File: config.mk
export PLATFORM = sky130hd
export DESIGN_NAME = button_updown_counter
export DESIGN_NICKNAME = d
export VERILOG_FILES = /design/src/rtl/button_updown_counter.sv
export SDC_FILE = /design/constraint.sdc
export NUM_CORES = 1
export LEC_CHECK = 0
export CORE_ASPECT_RATIO = 2
export CORE_MARGIN = 3
export CORE_UTILIZATION = 39
export DETAILED_ROUTE_END_ITERATION = 10
export DONT_BUFFER_PORTS = 1
export PLACE_DENSITY = 0.62
export SYNTH_ARGS = -nofsm -noshare
export SYNTH_HDL_FRONTEND = slang
export SYNTH_SLANG_ARGS = --single-unit
File: constraint.sdc
create_clock -name CLK -period 2.9 [get_ports CLK]
set_input_delay 0.145 -clock CLK [delete_from_list [all_inputs] [get_ports CLK]]
set_output_delay 0.145 -clock CLK [all_outputs]
set_load 0.02 [all_outputs]
File: src/rtl/button_updown_counter.sv
// -----------------------------------------------------------------------------
// button_updown_counter
//
// Purpose:
//   Two raw, bouncing, active-low pushbuttons drive a 4-bit modulo-16 counter.
//   Each button is synchronized (2 flops) and debounced by its own FSM
//   (IDLE -> CHK_PRESS -> HELD -> CHK_REL). One accepted press is one event.
//   An up event adds 1 and a down event subtracts 1. Events on both buttons
//   in the same cycle cancel. The count is shown inverted on active-low LEDs.
//
// Configuration:
//   AUTO_REPEAT_EN - when defined, a button held in HELD for RPT_DELAY cycles
//                    emits a repeat event, then one every RPT_PERIOD cycles.
//                    When undefined, no repeat hardware is built.
//
// Parameters:
//   DEB_CYCLES  - cycles a level must be stable before it is accepted
//   RPT_DELAY   - held cycles before the first auto-repeat event
//   RPT_PERIOD  - cycles between later auto-repeat events
//
// Ports:
//   CLK     in   kit clock, rising edge
//   RST     in   asynchronous active-high reset
//   BTN_UP  in   raw count-up button, active low
//   BTN_DN  in   raw count-down button, active low
//   LED     out  [3:0] ~count, for active-low LEDs
//   EVT     out  one-cycle pulse in the cycle the count register changed
// -----------------------------------------------------------------------------

// -----------------------------------------------------------------------------
// button_debounce_fsm
//
// Purpose:
//   Synchronizer plus debounce FSM for one active-low button. evt_o is a
//   combinational one-cycle pulse, high in the cycle before the FSM enters
//   HELD (and, with AUTO_REPEAT_EN, on each repeat tick while held).
//
// Ports:
//   clk_i     in   clock
//   rst_i     in   asynchronous active-high reset
//   btn_n_i   in   raw active-low button
//   evt_o     out  press / repeat event pulse
// -----------------------------------------------------------------------------
module button_debounce_fsm #(
    parameter int unsigned DEB_CYCLES = 2000
`ifdef AUTO_REPEAT_EN
    ,
    parameter int unsigned RPT_DELAY  = 100000,
    parameter int unsigned RPT_PERIOD = 25000
`endif
) (
    input  logic clk_i,
    input  logic rst_i,
    input  logic btn_n_i,
    output logic evt_o
);

    localparam int unsigned DW = (DEB_CYCLES > 1) ? $clog2(DEB_CYCLES + 1) : 1;

    typedef enum logic [1:0] {
        IDLE,
        CHK_PRESS,
        HELD,
        CHK_REL
    } state_t;

    logic [1:0]    sync_q;
    logic          btn_s;
    state_t        state_q, state_d;
    logic [DW-1:0] cnt_q, cnt_d;

    // Synchronizer flops reset to 1 so a reset looks like a released button.
    always_ff @(posedge clk_i or posedge rst_i) begin
        if (rst_i) begin
            sync_q <= '1;
        end else begin
            sync_q <= {sync_q[0], btn_n_i};
        end
    end

    assign btn_s = sync_q[1];

`ifdef AUTO_REPEAT_EN
    localparam int unsigned RMAX = (RPT_DELAY > RPT_PERIOD) ? RPT_DELAY : RPT_PERIOD;
    localparam int unsigned RW   = (RMAX > 1) ? $clog2(RMAX + 1) : 1;

    logic [RW-1:0] rpt_q, rpt_d;
    // Set once the initial RPT_DELAY has elapsed; later ticks use RPT_PERIOD.
    logic          rpt_armed_q, rpt_armed_d;

    always_ff @(posedge clk_i or posedge rst_i) begin
        if (rst_i) begin
            rpt_q       <= '0;
            rpt_armed_q <= 1'b0;
        end else begin
            rpt_q       <= rpt_d;
            rpt_armed_q <= rpt_armed_d;
        end
    end
`endif

    always_ff @(posedge clk_i or posedge rst_i) begin
        if (rst_i) begin
            state_q <= IDLE;
            cnt_q   <= '0;
        end else begin
            state_q <= state_d;
            cnt_q   <= cnt_d;
        end
    end

    always_comb begin
        state_d = state_q;
        cnt_d   = cnt_q;
        evt_o   = 1'b0;
`ifdef AUTO_REPEAT_EN
        // Repeat timer is cleared on every cycle not spent held in HELD,
        // so it restarts from zero on each entry to HELD.
        rpt_d       = '0;
        rpt_armed_d = 1'b0;
`endif
        unique case (state_q)
            IDLE: begin
                cnt_d = '0;
                if (!btn_s) begin
                    state_d = CHK_PRESS;
                end
            end

            CHK_PRESS: begin
                if (btn_s) begin
                    state_d = IDLE;
                    cnt_d   = '0;
                end else if (cnt_q == DW'(DEB_CYCLES - 1)) begin
                    state_d = HELD;
                    cnt_d   = '0;
                    evt_o   = 1'b1;
                end else begin
                    cnt_d = cnt_q + DW'(1);
                end
            end

            HELD: begin
                if (btn_s) begin
                    state_d = CHK_REL;
                    cnt_d   = '0;
                end else begin
`ifdef AUTO_REPEAT_EN
                    if (!rpt_armed_q) begin
                        if (rpt_q == RW'(RPT_DELAY - 1)) begin
                            evt_o       = 1'b1;
                            rpt_d       = '0;
                            rpt_armed_d = 1'b1;
                        end else begin
                            rpt_d       = rpt_q + RW'(1);
                            rpt_armed_d = 1'b0;
                        end
                    end else begin
                        rpt_armed_d = 1'b1;
                        if (rpt_q == RW'(RPT_PERIOD - 1)) begin
                            evt_o = 1'b1;
                            rpt_d = '0;
                        end else begin
                            rpt_d = rpt_q + RW'(1);
                        end
                    end
`endif
                end
            end

            CHK_REL: begin
                if (!btn_s) begin
                    // Release bounce: back to HELD, no new event.
                    state_d = HELD;
                    cnt_d   = '0;
                end else if (cnt_q == DW'(DEB_CYCLES - 1)) begin
                    state_d = IDLE;
                    cnt_d   = '0;
                end else begin
                    cnt_d = cnt_q + DW'(1);
                end
            end

            default: begin
                state_d = IDLE;
                cnt_d   = '0;
            end
        endcase
    end

endmodule

module button_updown_counter #(
    parameter int unsigned DEB_CYCLES = 2000,
    parameter int unsigned RPT_DELAY  = 100000,
    parameter int unsigned RPT_PERIOD = 25000
) (
    input  logic       CLK,
    input  logic       RST,
    input  logic       BTN_UP,
    input  logic       BTN_DN,
    output logic [3:0] LED,
    output logic       EVT
);

    // Reject nonsensical timing parameters at elaboration.
    if (DEB_CYCLES < 1 || RPT_DELAY < 1 || RPT_PERIOD < 1) begin : g_bad_params
        $error("button_updown_counter: timing parameters must be >= 1");
    end

    logic       up_evt;
    logic       dn_evt;
    logic [3:0] count_q, count_d;
    logic       evt_q, evt_d;

`ifdef AUTO_REPEAT_EN
    button_debounce_fsm #(
        .DEB_CYCLES (DEB_CYCLES),
        .RPT_DELAY  (RPT_DELAY),
        .RPT_PERIOD (RPT_PERIOD)
    ) u_deb_up (
        .clk_i   (CLK),
        .rst_i   (RST),
        .btn_n_i (BTN_UP),
        .evt_o   (up_evt)
    );

    button_debounce_fsm #(
        .DEB_CYCLES (DEB_CYCLES),
        .RPT_DELAY  (RPT_DELAY),
        .RPT_PERIOD (RPT_PERIOD)
    ) u_deb_dn (
        .clk_i   (CLK),
        .rst_i   (RST),
        .btn_n_i (BTN_DN),
        .evt_o   (dn_evt)
    );
`else
    button_debounce_fsm #(
        .DEB_CYCLES (DEB_CYCLES)
    ) u_deb_up (
        .clk_i   (CLK),
        .rst_i   (RST),
        .btn_n_i (BTN_UP),
        .evt_o   (up_evt)
    );

    button_debounce_fsm #(
        .DEB_CYCLES (DEB_CYCLES)
    ) u_deb_dn (
        .clk_i   (CLK),
        .rst_i   (RST),
        .btn_n_i (BTN_DN),
        .evt_o   (dn_evt)
    );
`endif

    // Exactly one event changes the count; simultaneous events cancel.
    always_comb begin
        count_d = count_q;
        evt_d   = 1'b0;
        if (up_evt && !dn_evt) begin
            count_d = count_q + 4'd1;
            evt_d   = 1'b1;
        end else if (dn_evt && !up_evt) begin
            count_d = count_q - 4'd1;
            evt_d   = 1'b1;
        end
    end

    always_ff @(posedge CLK or posedge RST) begin
        if (RST) begin
            count_q <= '0;
            evt_q   <= 1'b0;
        end else begin
            count_q <= count_d;
            evt_q   <= evt_d;
        end
    end

    assign LED = ~count_q;
    assign EVT = evt_q;

endmodule

Yosys cells after proc, flatten, opt, wreduce, memory -nomap -nowiden

Cells that the tools add are included.

Register bits after elaboration: 35
Bits of input ports: 4
Output and inout port bits: 5
Logic and storage cells: 72

$add $sub $neg: 4
Equal/unequal tests: 16
Mux-type cells: 34
Bitwise gates (word level): 1
Reductions and logical operators: 9

Operators with widths:

| operator                | count |
|---|---|
| $mux W11                | 8 |
| $pmux W11 S4            | 2 |
| $mux W2                 | 12 |
| $add A11 B1 Y11 const B | 2 |
| $eq A11 B11 Y1 const B  | 2 |
| $pmux W2 S4             | 2 |
| $eq A2 B2 Y1 const B    | 4 |
| $mux W1                 | 8 |
| $mux W4                 | 2 |
| $reduce_and A4 Y1       | 2 |
| $ne A3 B1 Y1 const B    | 2 |
| $ne A3 B3 Y1 const B    | 2 |
| $add A4 B1 Y4 const B   | 1 |
| $eq A2 B1 Y1 const B    | 2 |
| $logic_not A2 Y1        | 2 |
| $ne A2 B1 Y1 const B    | 2 |
| $ne A2 B2 Y1 const B    | 2 |
| $not A4 Y4              | 1 |
| $sub A4 B1 Y4 const B   | 1 |
| $logic_and A1 B1 Y1     | 2 |
| $logic_not A1 Y1        | 2 |
| $reduce_bool A2 Y1      | 1 |

Longest topological paths before layout

Word-level depth: 8
Depth in mapped cells: 13
Gate-level depth less buffers: 12

Cells and area by module

A second synthesis with hierarchy kept.

Cells, all modules: 198
Area total of the unflattened synthesis: 1971.9 um^2

Modules (own cells, without submodules):

| module                | times used | cells each | area each (um^2) | sequential area each (um^2) |
|---|---|---|---|---|
| button_debounce_fsm   | 2          | 81         | 809.5            | 377.9 |
| button_updown_counter | 1          | 36         | 352.8            | 125.1 |

Worst setup path before layout

No wires, ideal clock.

Path type: reg2reg
Start point: register u_deb_dn.cnt_q[0]
End point: register count_q[3]
Setup time: 126 ps
Arrival time: 2903 ps
Data required time: 2774 ps
Slack: -129 ps
Cell stages (with the launch flop): 14
Buffers on the path: 1
Period minus slack after synthesis: 3029 ps
Cells stage by stage: dfrtp_1 ha_1 and3_1 and4_1 buf_4 nand2_1 or3_1 ha_1 inv_1 ha_1 a21o_1 a2111oi_0 a31oi_1 a221o_1

Cells in the longest elaborated chain, start to end: 7
Elaborated cells between the ends (all ways): 9
Those cells by class: eq/ne (1); mux (4); reduce/logical (4)

RTL lines:

| element                                       | line | source |
|---|---|---|
| start, declared                               | 70   | `logic [DW-1:0] cnt_q, cnt_d;` |
| start signal, assigned                        | 108  | `cnt_q <= cnt_d;` |
| $eq A11 B11 Y1 (*)                            | 134  | `end else if (cnt_q == DW'(DEB_CYCLES - 1)) begin` |
| $mux W1 (*)                                   | 134  |  |
| $mux W1 (*)                                   | 131  | `if (btn_s) begin` |
| $mux W1 (*)                                   | 122  | `unique case (state_q)` |
| $logic_not A1 Y1                              | 262  | `if (up_evt && !dn_evt) begin` |
| $logic_and A1 B1 Y1                           | 262  |  |
| $mux W4 or $reduce_bool A2 Y1 (tied branches) | --   |  |
| end signal, assigned                          | 276  | `count_q <= count_d;` |
| end, declared                                 | 213  | `logic [3:0] count_q, count_d;` |

Mark *: on every way between the ends. The rest lies on a longest branch, timed or not.
A chain may end at the register's enable or synchronous reset.

Worst setup path in the final report

Ends and elaborated chain as after synthesis.

==> reports/metrics.yaml <==
cts:
  cts_buffers: 5
  clkTransAtPathRegs_ps: 70
  clkLatencyLatePin_ps: 280
  cts_max_level: 2
  cts_max_path_buffers: 2
  cts_tree: "yes"
  cts_root_buf: "clkbuf_8"
  cts_sinks: 35
timing:
  finalSetupViolCount: 0
  fin_crit_ps: 2850
  tns_ps: 0
  finalCritPeriodShare_pct: 98.2
  skew_ps: 8.69
  relSlewSlack_pct: 35.0
  worstMarginPinSlew_ps: 973
  hold_viol_final: 0
  fmax_mhz: 351
  rsz0062_at_grt: "true"
  slew_viol_final: 0
synth:
  synthAdderAreaFrac_pct: 4.44
  syn-cell-area_sq_mm: 0.00186
  synth-xor-area-share_pct: 2.82
  synthMuxAreaShare_pct: 1.68
  synth_area_per_cell_sq_um: 10.4
  synth_nets: 189
  yosysTopAreaCellShare_pct: 41.7
  synthFlopType: "dfrtp_1"
  synth-compound-area-share_pct: 18.7
  synth_top_family_by_area: "simple AND/OR/NAND/NOR gates"
  synth_top_area_cell: "dfrtp_1"
  synth.distinct_cells: 42
  ys_seq_area_share_pct: 47.3
  synthArstFlopShare_pct: 100
  synth.area.top_cells: "dfrtp_1 42%, dfstp_2 5.6%, o31ai_1 4.4%, nand2_1 4.0%, ha_1 3.4%"
  yosys_warnings: 0
  synthSimpleGateAreaFrac_pct: 21.7
  netlist_instances: 179
  ys_ff_latch: 35
  synth_edf_count: 0
cells_and_area:
  layout-drive-gt1-share_pct: 25.7
  fillers: 429
  syn_to_final_growth_pct: 20.5
  multi_input_area_sq_um: 988
  fin_cells: 261
  finalNetCount: 215
  num_antenna_cells: 0
  seq_area_sq_um: 881
global_route:
  grt_pass1_wl_um: 7140
  grt_max_degree: 36
  antenna_found_initial: 0
  grt_pass1_vias: 1604
  globalRouteOverflowTotal: 0
  track_usage_pct: 16.7
die:
  die_area_sq_mm: 0.00569
  start_util_pct: 40.5
  placementRows: 35
  ios: 9
  die_y_um: 104
  dieWidth_um: 54.9
  core_area_sq_mm: 0.00460
detailed_routing:
  wl_met2_um: 2460
  drt_wl_total_um: 4250
  drc_errors: 0
  antenna_left: 0
  top_layer: "met4"
  wl_met1_um: 1610
  dr_wl_met3_um: 66
  via_count: 1487
  dr.pass1.iters: 4
  viasPerCell: 5.70
  wl_per_cell_um: 16.3
  drt-initial-drc-count: 37
pwr:
  power_frac_comb_pct: 4.4
  ir_drop_uv: 328
  p_int_w: 0.000679
  swShare_pct: 22.6
  clkPwrFrac_pct: 38.2
  leakagePower_nw: 1.02
  p_switching_w: 0.000198
  sequentialPowerShare_pct: 57.4
  power_density_mw_per_mm2: 391
setup_path:
  path_max_fanout: 6
  cp.required_ps: 3060
  critPathMaxStageDelay_ps: 360
  slowest_stage: "dfrtp_1"
  start_kind: "flop"
  setup.worst_path.class: "reg -> reg"
  end_kind: "flop"
  rr_startpoint: "u_deb_dn.cnt_q[0]"
  reg2reg_depth: 12
  path_common_cell: "ha_4"
  reg2reg_to: "count_q[3]"
  ff2ff_setup_slack_ps: 50
  cp_data_arrival_time_ps: 3010
  crit_chain: "ha_2 > and3_4 > and4_1 > nand2_1 > or3_4 > ha_4 > inv_4 > ha_4 > a21o_1 > a2111oi_4 > a31oi_1 > a221o_1"
placement:
  dp_cells: 245
  gp_congestion: 0.825
  dp.final_hpwl_um: 3110
  portBuffers: 0
hold_path:
  min_path_type: "reg -> reg"
  min_to: "u_deb_dn.sync_q[1]"
  min_from: "u_deb_dn.sync_q[0]"
  hold_depth: 0
outcome:
  outcome: "completed"
flow_run:
  max-cap-violations: 0
==> cell families (layout without fill, tap and decap cells) <==
logic type / Yosys count / count (layout)
AO/OA/AOI/OAI: 46 / 46
XOR/XNOR: 6 / 6
adder cells (fa/ha/maj): 6 / 6
buffers and inverters: 14 / 41
flip-flops: 35 / 35
multiplexers: 3 / 3
AND/OR/NAND/NOR: 69 / 69
==> cell usage after synthesis (3+ instances only) <==
cell	number
dfstp_2	4
or3_1	3
nand3_1	7
dfrtp_1	31
nor2_1	4
a221o_1	3
o21ai_0	7
nand4_1	3
and4_1	3
and3_1	6
nand2_1	20
inv_1	9
xnor2_1	5
a31o_2	7
o31ai_1	11
nor3_1	8
a22o_1	4
and2_1	3
ha_1	5
nor3b_1	4
a21o_1	4
==> final cells by class <==
type                       instances  area share [%]
clock buffer                       7            3.40
clock inverter                     1           0.223
inverter                           9            1.62
multi-input combinational        130            44.1
sequential                        35            39.3
tap                               55            3.07
timing repair buffer              24            8.37
==> flip-flops by register name (all words and copies together), names as in the netlist, named ones only <==
register,count
u_deb_dn.cnt_q,11
u_deb_up.cnt_q,11
count_q,4
u_deb_dn.sync_q,2
u_deb_up.sync_q,2
EVT,1
u_deb_dn.state_q,1
u_deb_up.state_q,1
==> worst max-delay path by stage <==
stage / from / endpoint / slack, ps / depth (start not counted)
after detailed placement: u_deb_dn.cnt_q[1] / count_q[3] / -30 / 12
after floorplan: u_deb_dn.cnt_q[0] / count_q[3] / 10 / 13
after global placement: u_deb_dn.cnt_q[1] / count_q[3] / 40 / 12
final: u_deb_dn.cnt_q[0] / count_q[3] / 50 / 12
after global routing: u_deb_up.cnt_q[0] / count_q[3] / -40 / 11
after CTS: u_deb_dn.cnt_q[0] / count_q[3] / 7 / 12
==> metal layers <==
metal	up-vias	global-route usage, %
met5	-	0
met2	20	30.8
met3	8	2.73
met4	0	7.13
met1	739	16.8
li1	720	-
==> cells in the final DEF, fill, tap and decap left out, types with 2 or more instances in the layout <==
cell type      synthesis  routed
and4_1                 3       3
xnor2_1                5       5
dfrtp_1               31      31
and2_1                 3       3
o31ai_1               11      11
a221o_1                3       3
dfstp_2                4       4
clkbuf_8               0       5
a31o_2                 7       7
nand4_1                3       3
nor3_1                 8       7
a21o_1                 4       4
nand2_1               20      19
buf_4                  2      21
clkbuf_1               1       2
dlygate4sd3_1          0       3
mux2i_1                2       2
nor2_2                 2       2
nand3_1                7       7
ha_4                   0       2
or3_1                  3       2
a22o_1                 4       4
ha_1                   5       2
o21ai_0                7       7
inv_1                  9       8
and3_1                 6       5
nor2_1                 4       4
o21a_1                 2       2
nor2b_1                2       2
nor3b_1                4       4
a21oi_1                2       2
==> critical path, delay by kind of cell (launching register included) <==
kind | cells | cell delay [ps]
buffers and inverters | 1 | 70
AND/OR/NAND/NOR | 4 | 860
flip-flops | 1 | 360
adder cells (fa/ha/maj) | 3 | 560
AO/OA/AOI/OAI | 4 | 890
==> power groups by stage <==
stage                     Sequential, W  Combinational, W  Clock (W)
after floorplan                0.000512         0.0000225          0
after global placement         0.000512         0.0000327          0
after detailed placement       0.000512         0.0000344          0
after CTS                      0.000503         0.0000388   0.000350
after global routing           0.000504         0.0000435   0.000364
final                          0.000504         0.0000383   0.000335
==> timing repair <==
item / in CTS / in global routing
gates resized for setup: 1 / 7
buffers inserted: 2 / 3
hold buffers: 3 / 0
setup endpoints to repair: 1 / 1
pin swaps: 0 / 1
hold endpoints to repair: 33 / 0
==> per-stage QoR <==
stage	worst slack [ps]	hold slack [ps]	instance area [sq um]	utilization (%)	total power (W)
2_1_floorplan	13.4	149	1880	-	0.000534
3_3_place_gp	42.6	150	2040	44.3	0.000544
3_5_place_dp	-29.8	150	2040	44.3	0.000547
4_1_cts	7.17	359	2170	47.2	0.000892
5_1_grt	-44.7	360	2240	48.8	0.000911
6_report	51.8	358	2240	48.8	0.000877
No activity file was read; power rests on OpenSTA's default activity.
